$ cat config.mk
export PLATFORM = sky130hd
export DESIGN_NAME = uart_byte_fifo_flat
export DESIGN_NICKNAME = d
export VERILOG_FILES = /design/src/rtl/uart_byte_fifo_if.sv /design/src/rtl/uart_byte_fifo.sv /design/src/flat_wrapper.sv
export SDC_FILE = /design/constraint.sdc
export NUM_CORES = 1
export LEC_CHECK = 0
export CAP_MARGIN = 10
export CORE_MARGIN = 10
export CORE_UTILIZATION = 40
export DETAILED_ROUTE_END_ITERATION = 10
export DONT_BUFFER_PORTS = 1
export GPL_TIMING_DRIVEN = 0
export PLACE_DENSITY = 0.64
export SYNTH_ARGS = -nofsm -noshare
export SYNTH_HDL_FRONTEND = slang
export SYNTH_SLANG_ARGS = --single-unit
export TNS_END_PERCENT = 50
$ cat constraint.sdc
create_clock -name clk -period 2.6 [get_ports clk]
set_clock_uncertainty 0.1 [all_clocks]
set_input_delay 0.78 -clock clk [delete_from_list [all_inputs] [get_ports clk]]
set_output_delay 0.78 -clock clk [all_outputs]
set_load 0.03 [all_outputs]
$ cat src/rtl/uart_byte_fifo_if.sv
// Byte FIFO bus: upstream decoder strobe, host read side, status and trigger controls.
// The master modport drives the FIFO inputs; the slave modport is the FIFO itself.
interface uart_byte_fifo_if #(
  parameter int ADDR_W = 3
);
  logic [7:0]      in_data;
  logic            in_valid;
  logic            clear;
  logic            rd_en;
  logic [7:0]      rd_data;
  logic            rd_valid;
  logic            empty;
  logic            full;
  logic [ADDR_W:0] count;
  logic            overflow;
  logic            arm;
  logic [7:0]      trig_byte;
  logic            triggered;

  modport master (
    output in_data, in_valid, clear, rd_en, arm, trig_byte,
    input  rd_data, rd_valid, empty, full, count, overflow, triggered
  );

  modport slave (
    input  in_data, in_valid, clear, rd_en, arm, trig_byte,
    output rd_data, rd_valid, empty, full, count, overflow, triggered
  );
endinterface

$ cat src/rtl/uart_byte_fifo.sv
// Byte FIFO between a UART decoder and host readout, with registered read port and sticky overflow.
// Optional macro TRIGGER_MATCH_EN gates capture behind an arm/match trigger FSM.
module uart_byte_fifo #(
  parameter int DEPTH  = 8,
  parameter int ADDR_W = 3
) (
  input logic            clk,
  input logic            rst,
  uart_byte_fifo_if.slave bus
);

  localparam logic [ADDR_W-1:0] PTR_ZERO = {ADDR_W{1'b0}};
  localparam logic [ADDR_W-1:0] PTR_STEP = ADDR_W'(1);
  localparam logic [ADDR_W:0]   CNT_ZERO = {(ADDR_W+1){1'b0}};
  localparam logic [ADDR_W:0]   CNT_STEP = (ADDR_W+1)'(1);
  localparam logic [ADDR_W:0]   CNT_MAX  = (ADDR_W+1)'(DEPTH);

  logic [7:0]        r_mem [DEPTH];
  logic [ADDR_W-1:0] r_wr_ptr;
  logic [ADDR_W-1:0] r_rd_ptr;
  logic [ADDR_W:0]   r_count;
  logic              r_empty;
  logic              r_full;
  logic              r_overflow;
  logic              r_rd_valid;
  logic [7:0]        r_rd_data;

  logic              w_cap_en;
  logic              w_wr_req;
  logic              w_wr_acc;
  logic              w_rd_acc;
  logic              w_drop;
  logic [ADDR_W:0]   w_count_nxt;

  // Accept/drop decisions; clear discards both sides for this cycle.
  always_comb begin
    w_wr_req = bus.in_valid && w_cap_en;
    w_rd_acc = 1'b0;
    w_wr_acc = 1'b0;
    w_drop   = 1'b0;
    if (bus.clear) begin
      w_rd_acc = 1'b0;
      w_wr_acc = 1'b0;
      w_drop   = 1'b0;
    end else begin
      w_rd_acc = bus.rd_en && !r_empty;
      // A same-cycle read frees the slot, so a full FIFO still accepts the write.
      w_wr_acc = w_wr_req && (!r_full || w_rd_acc);
      w_drop   = w_wr_req && r_full && !w_rd_acc;
    end
  end

  // Next occupancy from the accepted read/write pair.
  always_comb begin
    w_count_nxt = r_count;
    if (bus.clear) begin
      w_count_nxt = CNT_ZERO;
    end else begin
      case ({w_wr_acc, w_rd_acc})
        2'b10:   w_count_nxt = r_count + CNT_STEP;
        2'b01:   w_count_nxt = r_count - CNT_STEP;
        default: w_count_nxt = r_count;
      endcase
    end
  end

  // Storage array; contents are only observable through the pointers, so no reset.
  always_ff @(posedge clk) begin
    if (w_wr_acc) begin
      r_mem[r_wr_ptr] <= bus.in_data;
    end
  end

  // Pointers, occupancy flags, overflow and the registered read port.
  always_ff @(posedge clk or posedge rst) begin
    if (rst) begin
      r_wr_ptr   <= PTR_ZERO;
      r_rd_ptr   <= PTR_ZERO;
      r_count    <= CNT_ZERO;
      r_empty    <= 1'b1;
      r_full     <= 1'b0;
      r_overflow <= 1'b0;
      r_rd_valid <= 1'b0;
      r_rd_data  <= 8'h00;
    end else begin
      r_count    <= w_count_nxt;
      r_empty    <= (w_count_nxt == CNT_ZERO);
      r_full     <= (w_count_nxt == CNT_MAX);
      r_rd_valid <= w_rd_acc;
      if (bus.clear) begin
        r_wr_ptr   <= PTR_ZERO;
        r_rd_ptr   <= PTR_ZERO;
        r_overflow <= 1'b0;
      end else begin
        if (w_wr_acc) begin
          r_wr_ptr <= r_wr_ptr + PTR_STEP;
        end
        if (w_rd_acc) begin
          r_rd_ptr <= r_rd_ptr + PTR_STEP;
        end
        if (w_drop) begin
          r_overflow <= 1'b1;
        end
      end
      if (w_rd_acc) begin
        r_rd_data <= r_mem[r_rd_ptr];
      end
    end
  end

`ifdef TRIGGER_MATCH_EN
  typedef enum logic [1:0] {
    ST_IDLE    = 2'b00,
    ST_ARMED   = 2'b01,
    ST_CAPTURE = 2'b10
  } trig_state_t;

  trig_state_t r_state;
  trig_state_t w_state_nxt;
  logic        w_match;

  // Trigger state register.
  always_ff @(posedge clk or posedge rst) begin
    if (rst) begin
      r_state <= ST_IDLE;
    end else begin
      r_state <= w_state_nxt;
    end
  end

  // Trigger next state and capture enable; the matching byte itself is captured.
  always_comb begin
    w_state_nxt = r_state;
    w_cap_en    = 1'b0;
    w_match     = bus.in_valid && (bus.in_data == bus.trig_byte);
    case (r_state)
      ST_IDLE:    w_cap_en = 1'b0;
      ST_ARMED:   w_cap_en = w_match;
      ST_CAPTURE: w_cap_en = 1'b1;
      default:    w_cap_en = 1'b0;
    endcase
    if (bus.clear) begin
      w_state_nxt = ST_IDLE;
    end else begin
      case (r_state)
        ST_IDLE: begin
          if (bus.arm) begin
            w_state_nxt = ST_ARMED;
          end else begin
            w_state_nxt = ST_IDLE;
          end
        end
        ST_ARMED: begin
          if (w_match) begin
            w_state_nxt = ST_CAPTURE;
          end else begin
            w_state_nxt = ST_ARMED;
          end
        end
        ST_CAPTURE: w_state_nxt = ST_CAPTURE;
        default:    w_state_nxt = ST_IDLE;
      endcase
    end
  end

  assign bus.triggered = (r_state == ST_CAPTURE);
`else
  logic w_unused_trig;

  assign w_cap_en      = 1'b1;
  assign bus.triggered = 1'b1;
  assign w_unused_trig = ^{bus.arm, bus.trig_byte};
`endif

  assign bus.rd_data  = r_rd_data;
  assign bus.rd_valid = r_rd_valid;
  assign bus.empty    = r_empty;
  assign bus.full     = r_full;
  assign bus.count    = r_count;
  assign bus.overflow = r_overflow;

endmodule

$ cat src/flat_wrapper.sv
// flat-port wrapper written by rule: the top's interface ports become plain ports
module uart_byte_fifo_flat 
#(
  parameter int DEPTH  = 8,
  parameter int ADDR_W = 3
)
  (clk, rst, bus_in_data, bus_in_valid, bus_clear, bus_rd_en, bus_arm, bus_trig_byte, bus_rd_data, bus_rd_valid, bus_empty, bus_full, bus_count, bus_overflow, bus_triggered);
  uart_byte_fifo_if #(.ADDR_W(ADDR_W)) bus_i ();
  input logic clk;
  input logic rst;
  input wire logic [$bits(bus_i.in_data)-1:0] bus_in_data;
  input wire logic [$bits(bus_i.in_valid)-1:0] bus_in_valid;
  input wire logic [$bits(bus_i.clear)-1:0] bus_clear;
  input wire logic [$bits(bus_i.rd_en)-1:0] bus_rd_en;
  input wire logic [$bits(bus_i.arm)-1:0] bus_arm;
  input wire logic [$bits(bus_i.trig_byte)-1:0] bus_trig_byte;
  output wire logic [$bits(bus_i.rd_data)-1:0] bus_rd_data;
  output wire logic [$bits(bus_i.rd_valid)-1:0] bus_rd_valid;
  output wire logic [$bits(bus_i.empty)-1:0] bus_empty;
  output wire logic [$bits(bus_i.full)-1:0] bus_full;
  output wire logic [$bits(bus_i.count)-1:0] bus_count;
  output wire logic [$bits(bus_i.overflow)-1:0] bus_overflow;
  output wire logic [$bits(bus_i.triggered)-1:0] bus_triggered;
  assign bus_i.in_data = bus_in_data;
  assign bus_i.in_valid = bus_in_valid;
  assign bus_i.clear = bus_clear;
  assign bus_i.rd_en = bus_rd_en;
  assign bus_i.arm = bus_arm;
  assign bus_i.trig_byte = bus_trig_byte;
  assign bus_rd_data = bus_i.rd_data;
  assign bus_rd_valid = bus_i.rd_valid;
  assign bus_empty = bus_i.empty;
  assign bus_full = bus_i.full;
  assign bus_count = bus_i.count;
  assign bus_overflow = bus_i.overflow;
  assign bus_triggered = bus_i.triggered;
  uart_byte_fifo #(.DEPTH(DEPTH), .ADDR_W(ADDR_W)) u_core (.clk(clk), .rst(rst), .bus(bus_i));
endmodule
==> run summary <==
syn_area_per_cell = 17.0 um^2
Hold Buf Count CTS = 0
first-pass GRT wire length = 10500 um
max_slew headroom = 40.2%
Layout area overhead = 14.7%
starting density of the core = 40.8%
peak supply drop = 0.375 mV
fmax = 383 MHz
FF-to-FF setup slack = -10 ps
design area = 0.00406 mm^2
CP Launch Type = register
Clock Sinks = 86
post-layout min period = 2610 ps
FF-to-FF path depth = 10
Die H = 114 um
Nets = 251
grt ovf = 0
Max Cap Viol = 0
drt wl/cell = 19.2 um
clk_lat worst skew = 350 ps
failing checks = negative setup slack
GRT Total Usage = 10.8%
width of the die = 114 um
port bufs = 0
unrepaired setup endpoints after global routing = true
layout cells sized above 1 = 30.6%
CP arrival = 2770 ps
largest net degree at the start of global routing = 23
synthesized flop and latch total = 86
initial antenna violation count = 0
reg-to-reg endpoint = u_core.bus.full
gpl congestion = 0.762
CTS tree = built
vias in the first global route = 1810
CTS max path bufs = 2
Layout Utilization = 46.8%
Power Density = 778 mW/mm^2
Synth Instances = 208
htree depth = 3
Remaining DRCs = 0
Via density = 5.21
Syn Nets = 235
Max Transition Viols Final = 0
Yosys cell types = 40
final worst slack = -14.1 ps
Std-Cell Rows = 34
DR pass1 iterations = 4
Worst R2R Start = u_core.bus.empty
post-synthesis sequential area ratio = 69.9%
critical path class = reg -> reg
clock root cell = clkbuf_8
Fin. Hold Viols = 0
CTS clk-pin slew, worst paths = 90 ps
CTS buffer count = 9
Final HPWL DP = 4260 um
post-placement cell count = 316
Diodes inserted = 0
worst endpoint required time = 2750 ps
Final Cycle Share = 101%
dpl cell area = 0.00373 mm^2
worst-margin pin slew = 892 ps
WL final = 6470 um
Mapped Area = 0.00354 mm^2
leakage = 0.00139 uW
Die ar. = 0.0130 mm^2
HP Class = in -> async
Setup TNS = -14.1 ps
CORE AREA = 0.00868 mm^2
Hold WS = 365 ps
CP Capture Type = register
status = finished with violations
setup violators final = 1
initial drt markers = 101
via total after detailed routing = 1756
non-filler cells, final = 337
IO Count = 39
Yosys Warn Count = 0
Routed Antenna Nets = 0
CP Max Fanout = 6
final cells by class:
| class | instances | area (um^2) |
|---|---|---|
| Buffer | 10 | 77.6 |
| Timing Repair Buffer | 6 | 45.0 |
| Tap cell | 108 | 135 |
| Clock inverter | 6 | 119 |
| Sequential cell | 86 | 2470 |
| Fill cell | 748 | 4620 |
| Inverter | 3 | 11.3 |
| Multi-Input combinational cell | 108 | 1070 |
| Clock buffer | 10 | 128 |
how the worst max path moves through the flow:
stage	startpoint	to	slack [ps]	cells past startpoint
after floorplan	bus_rd_en	u_core.bus.full	-190	11
after global placement	bus_rd_en	u_core.r_mem[0][4]	-550	4
after detailed placement	bus_rd_en	u_core.bus.full	-410	11
after CTS	u_core.bus.empty	u_core.bus.full	-40	10
after global routing	u_core.bus.empty	u_core.bus.full	-120	10
final	u_core.bus.empty	u_core.bus.full	-10	10
synth_stat cells, drive strengths merged:
| library cell | count | share of area (%) |
|---|---|---|
| dfstp | 1 | 0.74 |
| nand2b | 3 | 0.53 |
| nand3b | 1 | 0.21 |
| a21bo | 1 | 0.28 |
| ha | 5 | 1.8 |
| or4b | 1 | 0.39 |
| a211oi | 1 | 0.21 |
| clkbuf | 5 | 0.81 |
| or2 | 1 | 0.18 |
| buf | 6 | 1.3 |
| and2b | 1 | 0.21 |
| xnor2 | 2 | 0.50 |
| nor3 | 2 | 0.28 |
| mux2i | 11 | 3.1 |
| a2bb2oi | 1 | 0.42 |
| xor2 | 5 | 1.2 |
| nor4bb | 1 | 0.28 |
| conb | 1 | 0.11 |
| and2 | 1 | 0.21 |
| a31o | 1 | 0.25 |
| inv | 3 | 0.32 |
| a22o | 1 | 0.28 |
| nor2b | 1 | 0.18 |
| a21oi | 11 | 1.7 |
| or3b | 1 | 0.25 |
| edfxtp | 64 | 54 |
| nand2 | 4 | 0.42 |
| o211ai | 2 | 0.57 |
| or3 | 1 | 0.18 |
| nor2 | 29 | 3.1 |
| o21ai | 1 | 0.25 |
| a31oi | 1 | 0.18 |
| dfrtp | 21 | 15 |
| o41ai | 1 | 0.25 |
| mux4 | 16 | 10 |
kinds of logic after synthesis:
logic type | synth area share [%]
xor+xnor | 1.73
fa+ha+maj | 1.77
other cells | 0.106
flops | 69.9
mux | 13.3
buf+inv | 2.44
simple gates | 6.40
compound gates | 4.35
metrics by stage:
| stage | total power [uW] | setup slack [ps] |
|---|---|---|
| 5_1_grt | 3310 | -125 |
| 3_3_place_gp | 2040 | -555 |
| 6_report | 3160 | -14.1 |
| 3_5_place_dp | 2050 | -407 |
| 4_1_cts | 3190 | -38.6 |
| 2_1_floorplan | 1980 | -191 |
power breakdown:
| part | switching [uW] | internal (uW) |
|---|---|---|
| registers | 190 | 1560 |
| logic | 140 | 137 |
| clock network | 478 | 649 |
| total | 809 | 2350 |
flip-flops by register name (all words and copies together) (netlist names):
name                 cells
u_core.r_rd_ptr          3
u_core.r_wr_ptr          3
u_core.bus.full          1
u_core.r_mem            64
u_core.bus.rd_data       8
u_core.bus.empty         1
u_core.bus.rd_valid      1
u_core.bus.count         4
u_core.bus.overflow      1
cell usage in the layout (no fill, tap or decap), types with 4 or more instances in the layout:
master,instances
xor2_1,5
clkbuf_1,4
mux4_2,16
a21oi_1,9
edfxtp_1,64
nor2_1,24
nor2_2,4
mux2i_1,10
clkbuf_8,11
buf_4,9
nand2_1,4
dfrtp_1,21
layer usage:
| layer | vias to the layer above | share of wire, % | wire length [um] | track usage (%) |
|---|---|---|---|---|
| li1 | 814 | - | - | - |
| met1 | 893 | 46 | 2960 | 14.4 |
| met2 | 41 | 46 | 2980 | 15.7 |
| met3 | 8 | 6.8 | 437 | 3.20 |
| met4 | 0 | 1.5 | 96 | 5.10 |
| met5 | - | 0 | 0 | 0 |
timing repair:
| action | in CTS | in global routing |
|---|---|---|
| endpoints found under the setup margin | 9 | 28 |
| resized for setup | 4 | 6 |
| hold endpoints to repair | 0 | 0 |
| buffers inserted | 4 | 2 |
| pin swaps | 3 | 1 |
worst max-delay path, stage by stage, from the launching register on:
cell      delay, ps
dfstp_2         640
and2b_2         270
o21ai_4         140
or2_4           160
ha_4            160
xor2_1           80
ha_2            200
a21oi_2         130
mux2i_2         260
xnor2_2         160
nor4bb_1        220
Note: power is estimated with default switching activity, not from simulation.
